--- config.mk ---
export PLATFORM = sky130hd
export DESIGN_NAME = mac_learn_arbiter
export DESIGN_NICKNAME = d
export VERILOG_FILES = /design/src/rtl/mac_learn_arbiter.sv
export SDC_FILE = /design/constraint.sdc
export NUM_CORES = 1
export LEC_CHECK = 0
export CORE_UTILIZATION = 39
export DETAILED_ROUTE_END_ITERATION = 10
export GPL_TIMING_DRIVEN = 0
export HOLD_SLACK_MARGIN = 0.12
export PLACE_DENSITY = 0.68
export SLEW_MARGIN = 20
export SYNTH_ARGS = -nofsm -noshare
export SYNTH_HDL_FRONTEND = slang
export SYNTH_SLANG_ARGS = --single-unit
--- constraint.sdc ---
create_clock -name iclk -period 6.4 [get_ports iclk]
set_input_delay 1.28 -clock iclk [delete_from_list [all_inputs] [get_ports iclk]]
set_output_delay 1.28 -clock iclk [all_outputs]
set_load 0.03 [all_outputs]
--- src/rtl/mac_learn_arbiter.sv ---
// mac_learn_arbiter: per-port source-address learn queue with round-robin write grant.
// Optional build macro MAC_ARB_DROP_CNT_EN adds a saturating dropped-request counter.
module mac_learn_arbiter #(
    parameter int pMAX_PORT_NUMBER = 4,
    parameter int pADRESS          = 2,
    parameter int pMAC_W           = 48
) (
    input  logic                               iclk,
    input  logic                               irst,
    input  logic [pMAX_PORT_NUMBER-1:0]        i_newSA,
    input  logic [pMAX_PORT_NUMBER*pMAC_W-1:0] i_SA,
    input  logic                               i_write_rdy,
    output logic                               o_write_en,
    output logic [pADRESS-1:0]                 o_port_num,
    output logic [pMAC_W-1:0]                  o_SA,
    output logic [pMAX_PORT_NUMBER-1:0]        o_show_SA
`ifdef MAC_ARB_DROP_CNT_EN
    ,
    output logic [15:0]                        o_drop_cnt
`endif
);

    typedef enum logic {IDLE, GRANT} state_e;

    localparam logic [pADRESS:0] NUM_P = (pADRESS+1)'(pMAX_PORT_NUMBER);
    localparam logic [pADRESS:0] LAST_P = (pADRESS+1)'(pMAX_PORT_NUMBER - 1);

    state_e                                   state_q, state_d;
    logic                                     wen_q, wen_d;
    logic [pADRESS-1:0]                       port_q, port_d;
    logic [pMAC_W-1:0]                        osa_q, osa_d;
    logic [pADRESS-1:0]                       ptr_q, ptr_d;
    logic [pMAX_PORT_NUMBER-1:0]              show_q;
    logic [pMAX_PORT_NUMBER-1:0][pMAC_W-1:0]  sa_q;

    logic                                     xfer;
    logic [pMAX_PORT_NUMBER-1:0]              xfer_oh;
    logic [pMAX_PORT_NUMBER-1:0]              drop_vec;
    logic [pMAX_PORT_NUMBER-1:0]              take_vec;
    logic                                     found;
    logic [pADRESS-1:0]                       sel;
    logic [pADRESS:0]                         idx_w;

    // Round-robin search for the first pending port at or above the pointer
    always_comb begin
        found = 1'b0;
        sel   = '0;
        idx_w = '0;
        for (int i = 0; i < pMAX_PORT_NUMBER; i++) begin
            idx_w = {1'b0, ptr_q} + (pADRESS+1)'(i);
            if (idx_w >= NUM_P) begin
                idx_w = idx_w - NUM_P;
            end
            if (!found && show_q[idx_w[pADRESS-1:0]]) begin
                found = 1'b1;
                sel   = idx_w[pADRESS-1:0];
            end
        end
    end

    // Grant FSM next state and registered outputs
    always_comb begin
        state_d = state_q;
        wen_d   = wen_q;
        port_d  = port_q;
        osa_d   = osa_q;
        ptr_d   = ptr_q;
        xfer    = 1'b0;
        unique case (state_q)
            IDLE: begin
                if (found) begin
                    state_d = GRANT;
                    wen_d   = 1'b1;
                    port_d  = sel;
                    osa_d   = sa_q[sel];
                end
            end
            GRANT: begin
                if (wen_q && i_write_rdy) begin
                    xfer    = 1'b1;
                    state_d = IDLE;
                    wen_d   = 1'b0;
                    if ({1'b0, port_q} == LAST_P) begin
                        ptr_d = '0;
                    end else begin
                        ptr_d = port_q + pADRESS'(1);
                    end
                end
            end
            default: state_d = IDLE;
        endcase
    end

    // Per-port capture/drop decision; a port being transferred accepts a new pulse
    always_comb begin
        xfer_oh  = '0;
        drop_vec = '0;
        take_vec = '0;
        for (int k = 0; k < pMAX_PORT_NUMBER; k++) begin
            xfer_oh[k]  = xfer && (port_q == pADRESS'(k));
            drop_vec[k] = i_newSA[k] && show_q[k] && !xfer_oh[k];
            take_vec[k] = i_newSA[k] && !drop_vec[k];
        end
    end

    // FSM state and grant output registers
    always_ff @(posedge iclk) begin
        if (irst) begin
            state_q <= IDLE;
            wen_q   <= 1'b0;
            port_q  <= '0;
            osa_q   <= '0;
            ptr_q   <= '0;
        end else begin
            state_q <= state_d;
            wen_q   <= wen_d;
            port_q  <= port_d;
            osa_q   <= osa_d;
            ptr_q   <= ptr_d;
        end
    end

    // Pending SA registers and pending flags
    always_ff @(posedge iclk) begin
        if (irst) begin
            show_q <= '0;
            sa_q   <= '0;
        end else begin
            for (int k = 0; k < pMAX_PORT_NUMBER; k++) begin
                if (take_vec[k]) begin
                    sa_q[k]   <= i_SA[k*pMAC_W +: pMAC_W];
                    show_q[k] <= 1'b1;
                end else if (xfer_oh[k]) begin
                    show_q[k] <= 1'b0;
                end
            end
        end
    end

`ifdef MAC_ARB_DROP_CNT_EN
    logic [15:0] drop_cnt_q;
    logic [5:0]  drops_n;
    logic [16:0] drop_sum;

    // Count of pulses dropped this edge
    always_comb begin
        drops_n = '0;
        for (int k = 0; k < pMAX_PORT_NUMBER; k++) begin
            drops_n = drops_n + 6'(drop_vec[k]);
        end
        drop_sum = {1'b0, drop_cnt_q} + 17'(drops_n);
    end

    // Saturating dropped-request counter
    always_ff @(posedge iclk) begin
        if (irst) begin
            drop_cnt_q <= '0;
        end else if (drop_sum[16]) begin
            drop_cnt_q <= 16'hFFFF;
        end else begin
            drop_cnt_q <= drop_sum[15:0];
        end
    end

    assign o_drop_cnt = drop_cnt_q;
`endif

    assign o_write_en = wen_q;
    assign o_port_num = port_q;
    assign o_SA       = osa_q;
    assign o_show_SA  = show_q;

endmodule

## Yosys cells after proc, flatten, opt, wreduce, memory -nomap -nowiden

Cells that the tools add are included.
W data, S select, Z words.

- $add $sub $neg: 8
- Multiply operators: 0
- Div/mod/pow operators: 0
- $lt $le $gt $ge: 9
- Equal/unequal tests: 5
- Shifts and indexed selects: 0
- Multiplexer cells: 39
- Bitwise logic cells: 1
- Reductions and logical operators: 39

Operators with widths:

| cell | number |
|---|---|
| $bmux W48 S2 | 1 |
| $mux W48 | 1 |
| $mux W1 | 22 |
| $logic_and A1 B1 Y1 | 20 |
| $mux W2 | 9 |
| $lt A2 B3 Y1 const B | 5 |
| $logic_not A1 Y1 | 11 |
| $ge A3 B3 Y1 const B | 3 |
| $bmux W1 S2 | 4 |
| $reduce_bool A2 Y1 | 4 |
| $sub A2 B1 Y2 const B | 4 |
| $add A2 B2 Y3 const B | 2 |
| $reduce_and A2 Y1 | 3 |
| $eq A2 B2 Y1 const B | 2 |
| $pmux W1 S2 | 2 |
| $add A2 B1 Y3 const B | 1 |
| $ge A2 B3 Y1 const B | 1 |
| $add A2 B1 Y2 const B | 1 |
| $eq A2 B1 Y1 const B | 1 |
| $logic_not A2 Y1 | 1 |
| $ne A2 B1 Y1 const B | 1 |
| $ne A2 B2 Y1 const B | 1 |
| $not A1 Y1 | 1 |

- Flip-flop bits (word level): 250
- Bits in latches: 0
- Memory bits (writable): 0
- Bits in read-only memories: 0
- Input bits: 199
- Output and inout bits: 55
- Word-level logic and storage cells: 114
- Memories kept: 0

## Longest topological paths before layout

Gate-level depths: netlist of run 1.

- Depth in word-level cells: 16
- Gate-level depth with buffers: 9
- Depth with buffers taken out: 7

## Worst setup path after synthesis of run 1

OpenSTA, ideal clock, no wires.

- Path kind: input-to-reg
- Start point: input irst
- End point: register osa_q[10] (netlist: o_SA[10])
- Setup time: 79 ps
- Data arrival time: 2,436 ps
- Data required time: 6,321 ps
- Slack: 3,885 ps
- Stages on the path: 6
- Path buffers: 2
- Cells stage by stage: clkbuf_1 nor3_2 nand4_1 buf_2 a21o_1 o211ai_1

RTL lines:

| item | RTL line | source |
|---|---|---|
| from (decl) | 9 | `input logic irst,` |
| to (signal assigned) | 118 | `osa_q <= osa_d;` |
| to (decl) | 31 | `logic [pMAC_W-1:0] osa_q, osa_d;` |

## Final worst setup path of run 1

- Start point: input i_write_rdy
- End point: register sa_q[35] (netlist bit)

- Longest elaborated chain between the ends: 8

RTL lines:

| item | RTL line | source |
|---|---|---|
| from (decl) | 12 | `input logic i_write_rdy,` |
| $logic_and A1 B1 Y1 | 79 | `if (wen_q && i_write_rdy) begin` |
| $mux W1 | 79 |  |
| $mux W1 | 69 | `unique case (state_q)` |
| $logic_and A1 B1 Y1 | 100 | `xfer_oh[k] = xfer && (port_q == pADRESS'(k));` |
| $logic_not A1 Y1 | 101 | `drop_vec[k] = i_newSA[k] && show_q[k] && !xfer_oh[k];` |
| $logic_and A1 B1 Y1 | 101 |  |
| $logic_not A1 Y1 | 102 | `take_vec[k] = i_newSA[k] && !drop_vec[k];` |
| $logic_and A1 B1 Y1 | 102 |  |
| to (signal, indexed assignment) | 131 | `sa_q[k] <= i_SA[k*pMAC_W +: pMAC_W];` |
| to (decl) | 34 | `logic [pMAX_PORT_NUMBER-1:0][pMAC_W-1:0] sa_q;` |

No other way between the ends.
A chain may end at the register's enable or synchronous reset.

==> results of run 1 <==
==> cell usage in the layout, fill, tap and decap left out, drive strengths merged, types with 2 or more instances in the layout <==
cell type,n
nand2,417
clkdlybuf4s50,252
dfxtp,250
a21oi,227
clkbuf,110
buf,38
o21ai,32
a21o,27
nand3,27
nand4,25
mux2,25
o31ai,24
a221o,24
mux2i,24
o211ai,24
inv,12
nor2,6
and2,4
ha,4
nor3,4
clkinv,3
and3,2
nand2b,2
o21a,2
nor2b,2
==> state kept, by name, indices dropped and copies added, names as in the netlist <==
register	count
o_show_SA	4
o_port_num	2
ptr_q	2
o_SA	48
o_write_en	1
state_q	1
sa_q	192
==> kinds of logic (layout without fill, tap and decap cells) <==
group / after synthesis / in the layout / synth area share, %
other: 0 / 1 / 0
AO/OA/AOI/OAI: 361 / 361 / 20.6
adder cells (fa/ha/maj): 4 / 4 / 0.482
flip-flops: 250 / 250 / 48.2
AND/OR/NAND/NOR: 492 / 492 / 19.8
multiplexers: 49 / 49 / 5.72
buffers and inverters: 120 / 417 / 5.19
==> report_power, final <==
| part | internal, mW | switching (mW) |
|---|---|---|
| Sequential | 1.65 | 0.0520 |
| Clock | 0.888 | 0.617 |
| Combinational | 0.271 | 0.367 |
==> area by class of cell <==
type	instances	area, um2	area share, %
Multi-Input combinational cell	906	4830	34.1
Buffer	108	493	3.48
Timing Repair Buffer	252	2520	17.8
Tap cell	335	419	2.96
Sequential cell	250	5000	35.3
Inverter	12	45.0	0.318
Clock buffer	40	795	5.61
Antenna cell	1	2.50	0.0177
Clock inverter	5	52.6	0.371
==> worst paths after layout <==
path | startpoint | endpoint | slack [ps] | cells after the start
max | i_write_rdy | sa_q[35] | 3080 | 8
min | sa_q[2] | sa_q[2] | 450 | 2
max reg2reg | o_port_num[0] | sa_q[35] | 3740 | 9
min reg2reg | sa_q[2] | sa_q[2] | 450 | 2
==> metal layers <==
layer	global-route usage [%]	up-vias	part of all wire, %
li1	-	4906	-
met1	34.9	4759	43
met2	43.5	420	46
met3	3.35	74	7.1
met4	9.88	0	3.7
met5	0	-	0
==> critical path, cell delays in order <==
cell	delay, ps
sky130_fd_sc_hd__clkdlybuf4s50_1	430
sky130_fd_sc_hd__nand3_1	210
sky130_fd_sc_hd__o21ai_0	240
sky130_fd_sc_hd__nand2_1	170
sky130_fd_sc_hd__clkbuf_1	550
sky130_fd_sc_hd__clkbuf_1	580
sky130_fd_sc_hd__nand2_1	130
sky130_fd_sc_hd__a21oi_1	150
==> stage by stage <==
step                cells  hold slack (ps)  worst slack [ps]  utilization [%]  total power, mW
floorplan            1276              433              3880                -             2.05
global placement     1863              439              2600             51.1             2.35
detailed placement   1863              443              2630             51.1             2.36
CTS                  1908              453              3150             54.3             3.85
global route         1909              466              2960             54.4             3.97
finish               1909              451              3080             54.4             3.84
==> flow_summary.toml, run 1 <==
[worst_hold_path]
worst_hold_check_path_type = "reg2reg"

[worst_setup_path]
worst_ep_arrival_time_ps = 3760
worst-setup-path-type = "in2reg"
required_time_reported_for_the_critical_path_endpoint_ps = 6850
worstPathMaxFanout = 10
worstSetupEndpointType = "flop"
kind_of_start_point_of_the_critical_path = "input port"

[routing]
drt_initial_violations = 830
detailedRoute.firstPassIterationCount = 5
total_via_count_after_detailed_routing = 10200
post_drt_via_cell_ratio = 5.32
drc = 0
wl_per_cell_um = 19.0
antenna_left = 0
routed_wirelength_mm = 36.2

[clock_network]
cts.htree.levels = 1
post_cts.repair.setup_buffers = 0
clkLatencyLatePin_ps = 530
cts.path.max_buffers = 3
cts.hold.buffers_added = 0
worst_setup_hold_path_clk_slew_ps = 60
cts-root-buf = "sky130_fd_sc_hd__clkbuf_16"
quantity_of_gates_resized_following_cts = 0
inserted_clock_buffers = 26
tritoncts = "yes"
tritoncts_num_sinks = 250

[synthesis]
post_synth.cell_area_avg_um2 = 8.13
syn-cell-area_mm2 = 0.0104
number_of_instances_in_the_synthesized_netlist = 1276
yosys_cell_types = 41
flop_and_latch_count_out_of_synthesis = 250
ys_seq_area_share_pct = 48.2
synth.yosys.warnings = 0
synth_area_leaders = "sky130_fd_sc_hd__dfxtp_1 48%, sky130_fd_sc_hd__nand2_1 15%, sky130_fd_sc_hd__a21oi_1 11%"
synth.top_cells.by_count = "417 x sky130_fd_sc_hd__nand2_1, 250 x sky130_fd_sc_hd__dfxtp_1, 226 x sky130_fd_sc_hd__a21oi_1, 69 x sky130_fd_sc_hd__clkbuf_1, 30 x sky130_fd_sc_hd__o21ai_0"
yosys.area.top_type_share_pct = 48.2
synthArstFlopShare_pct = 0
synth.net_count = 1479
yosys.cell_count.top_type = "sky130_fd_sc_hd__nand2_1"
yosysTopAreaCell = "sky130_fd_sc_hd__dfxtp_1"
most_common_flop_cell_mapped_by_yosys = "sky130_fd_sc_hd__dfxtp_1"
number_of_enable_flip_flop_cells_after_synthesis = 0

[sta]
worst_clock_skew_ps = 12.3
timing.final.setup_violations = 0
slew-limit-headroom_pct = 46.7
tightest_slew_ps = 800
fin_crit_sh_pct = 51.8
drv_slew = 0
setup_tns_ps = 0
rsz_0062_raised_after_global_routing = "false"
report.final.hold_viol_count = 0
minimum_clock_period_after_layout_ps = 3320
max_freq_ghz = 0.302

[grt]
grt_pass1_wl_mm = 53.9
antenna_violations_before_repair = 1
number_of_global_route_vias_before_repair = 9816
globalRouteOverflowTotal = 0
pin_count_of_the_biggest_net_entering_global_routing = 14
tot_gr_track_use_pct = 26.3

[run_status]
run_status = "finished clean"

[placed_design]
placement.io_buffers = 252
dpl_cell_area_mm2 = 0.0133
place.detailed.hpwl_mm = 26.4
place_congestion = 0.869

[finish]
areaGrowthSynthToFinish_pct = 36.5
design_area_mm2 = 0.0142
nFillCells = 2434
finish.net_count = 1759
drive_gt1_share_pct = 6.93

[floorplanning]
dieWidth_um = 165
coreArea_mm2 = 0.0261
initial_core_util_pct = 39.8
dieHeight_um = 165
io_pins = 254
num_rows = 59
die-area_mm2 = 0.0273

[run]
maxCapViolCount = 0

[power_and_ir_drop]
leakage_power_of_the_design_nw = 5.11
worst_vdd_rail_ir_drop_mv = 0.162
p_per_area_mw_per_mm2 = 271
Power figures use the tool's default switching activity.
==> inputs of run 2 (changes only) <==
--- a/config.mk
+++ b/config.mk
@@ -9,7 +9,7 @@
 export DETAILED_ROUTE_END_ITERATION = 10
 export GPL_TIMING_DRIVEN = 0
 export HOLD_SLACK_MARGIN = 0.12
-export PLACE_DENSITY = 0.68
+export PLACE_DENSITY = 0.71
 export SLEW_MARGIN = 20
 export SYNTH_ARGS = -nofsm -noshare
 export SYNTH_HDL_FRONTEND = slang
==> constraint.sdc (replaced) <==
create_clock -name iclk -period 2.95 [get_ports iclk]
set_input_delay 0.59 -clock iclk [delete_from_list [all_inputs] [get_ports iclk]]
set_output_delay 0.59 -clock iclk [all_outputs]
set_load 0.03 [all_outputs]
==> flow_summary.toml, run 2 (synthesized netlist as in run 1, its figures left out) <==
[placed_design]
place_congestion = 0.868
dp_worst_setup_slack_ps = -229
placement.io_buffers = 252
place.detailed.hpwl_mm = 26.3
dpl_cell_area_mm2 = 0.0133

[routing]
routed_wirelength_mm = 36.4
post_drt_via_cell_ratio = 5.34
detailedRoute.firstPassIterationCount = 5
drc = 0
wl_per_cell_um = 19.0
total_via_count_after_detailed_routing = 10200
antenna_left = 0
drt_initial_violations = 996

[grt]
antenna_violations_before_repair = 0
globalRouteOverflowTotal = 0
global_route.peak_usage_layer = "met2"
global_route.usage.met1_pct = 34.3
grt_pass1_wl_mm = 53.1
tot_gr_track_use_pct = 26.0
met2_usage_pct = 43.1
pin_count_of_the_biggest_net_entering_global_routing = 15
globalRouteMet3Util_pct = 3.55
number_of_global_route_vias_before_repair = 9562

[sta]
rsz_0062_raised_after_global_routing = "false"
tightest_slew_ps = 774
timing.final.setup_violations = 0
max_freq_ghz = 0.359
fin_crit_sh_pct = 94.5
report.final.hold_viol_count = 0
slew-limit-headroom_pct = 48.4
minimum_clock_period_after_layout_ps = 2790
post-route-worst-setup-slack_ps = 162
whs_ps = 454
worst_clock_skew_ps = 7.34
drv_slew = 0

[floorplanning]
num_rows = 59
coreArea_mm2 = 0.0261
die-area_mm2 = 0.0273
initial_core_util_pct = 39.8
dieHeight_um = 165
dieWidth_um = 165
io_pins = 254

[worst_setup_path]
worst-setup-path-type = "reg2reg"
timing.critical_path.buf_inv = 4
max_stage_delay_ps = 610
worstPathMaxFanout = 10
cp_top_family = "buffers and inverters"
regToRegSetupSlack_ps = 160
kind_of_start_point_of_the_critical_path = "flop"
worstSetupEndpointType = "flop"
worst_ep_arrival_time_ps = 3240
cp_cell_sequence = "inv_1 -> ha_1 -> inv_1 -> o21ai_0 -> nand2_1 -> clkbuf_1 -> clkbuf_1 -> nand2_1 -> a21oi_1"
required_time_reported_for_the_critical_path_endpoint_ps = 3400
cpMaxStageDelayCell = "sky130_fd_sc_hd__clkbuf_1"

[finish]
regMostFlops = "sa_q"
final_core_utilization_pct = 54.7
design_area_mm2 = 0.0142
areaGrowthSynthToFinish_pct = 37.3
mostFrequentLayoutCell = "sky130_fd_sc_hd__nand2_1"
final_cell_mix = "417 x sky130_fd_sc_hd__nand2_1, 252 x sky130_fd_sc_hd__clkdlybuf4s50_1, 250 x sky130_fd_sc_hd__dfxtp_1, 226 x sky130_fd_sc_hd__a21oi_1, 71 x sky130_fd_sc_hd__clkbuf_1"
drive_gt1_share_pct = 7.42
finish.net_count = 1760
largest_register_ffs = 192

[power_and_ir_drop]
leakage_power_of_the_design_nw = 5.15
worst_vdd_rail_ir_drop_mv = 0.368
design_power_total_mw = 8.59
p_per_area_mw_per_mm2 = 603

[worst_hold_path]
worst_hold_check_path_type = "reg2reg"

[run_status]
run_status = "finished clean"

[clock_network]
cts.htree.levels = 1
clkLatencyLatePin_ps = 530
tritoncts = "yes"
tritoncts_num_sinks = 250
cts-root-buf = "sky130_fd_sc_hd__clkbuf_16"
post_cts.repair.setup_buffers = 0
worst_setup_hold_path_clk_slew_ps = 60
cts.path.max_buffers = 3
inserted_clock_buffers = 27
cts.hold.buffers_added = 0
quantity_of_gates_resized_following_cts = 0

[run]
maxCapViolCount = 0
==> run 2: cell types whose count changed in the layout (fill, tap and decap cells not counted), sizes merged <==
cell and delta:
clkbuf -5, clkinv +3, clkinvlp +3, bufinv +2, inv +1
==> run 2: stage by stage <==
| stage | instances | TNS (ps) |
|---|---|---|
| after floorplan | 1276 | 0 |
| after global placement | 1863 | -1690 |
| after detailed placement | 1863 | -2120 |
| after CTS | 1912 | 0 |
| after global routing | 1912 | 0 |
| final | 1913 | 0 |
==> run 2: area by class of cell <==
type / instances / area, um2
Clock buffer: 35 / 766
Antenna cell: 1 / 2.50
Clock inverter: 14 / 159
Multi-Input combinational cell: 906 / 4830
Fill cell: 2446 / 11800
Timing Repair Buffer: 252 / 2520
Inverter: 12 / 45.0
Buffer: 108 / 493
Tap cell: 335 / 419
Sequential cell: 250 / 5000
==> run 2: metal layers <==
metal / wire length (um) / up-vias
met2: 16900 / 452
met1: 15100 / 4772
met3: 3160 / 71
li1: - / 4918
met4: 1300 / 0
met5: 0 / -
==> run 2: final timing paths <==
check,depth (start not counted),to,startpoint
min reg2reg,2,sa_q[133],sa_q[133]
min,2,sa_q[133],sa_q[133]
max reg2reg,9,sa_q[36],o_port_num[0]
max,9,sa_q[36],o_port_num[0]
==> run 2: worst register-to-register path: stages (launching register included) <==
cell and delay, ps:
sky130_fd_sc_hd__dfxtp_1 470, sky130_fd_sc_hd__inv_1 120, sky130_fd_sc_hd__ha_1 210, sky130_fd_sc_hd__inv_1 40, sky130_fd_sc_hd__o21ai_0 190, sky130_fd_sc_hd__nand2_1 170, sky130_fd_sc_hd__clkbuf_1 550, sky130_fd_sc_hd__clkbuf_1 620
sky130_fd_sc_hd__nand2_1 120, sky130_fd_sc_hd__a21oi_1 200
==> run 2: report_power, final <==
part / internal (mW) / total [mW] / switching, mW
clock: 2.09 / 3.52 / 1.43
combinational: 0.587 / 1.38 / 0.797
sequential: 3.57 / 3.68 / 0.112
total: 6.25 / 8.59 / 2.34
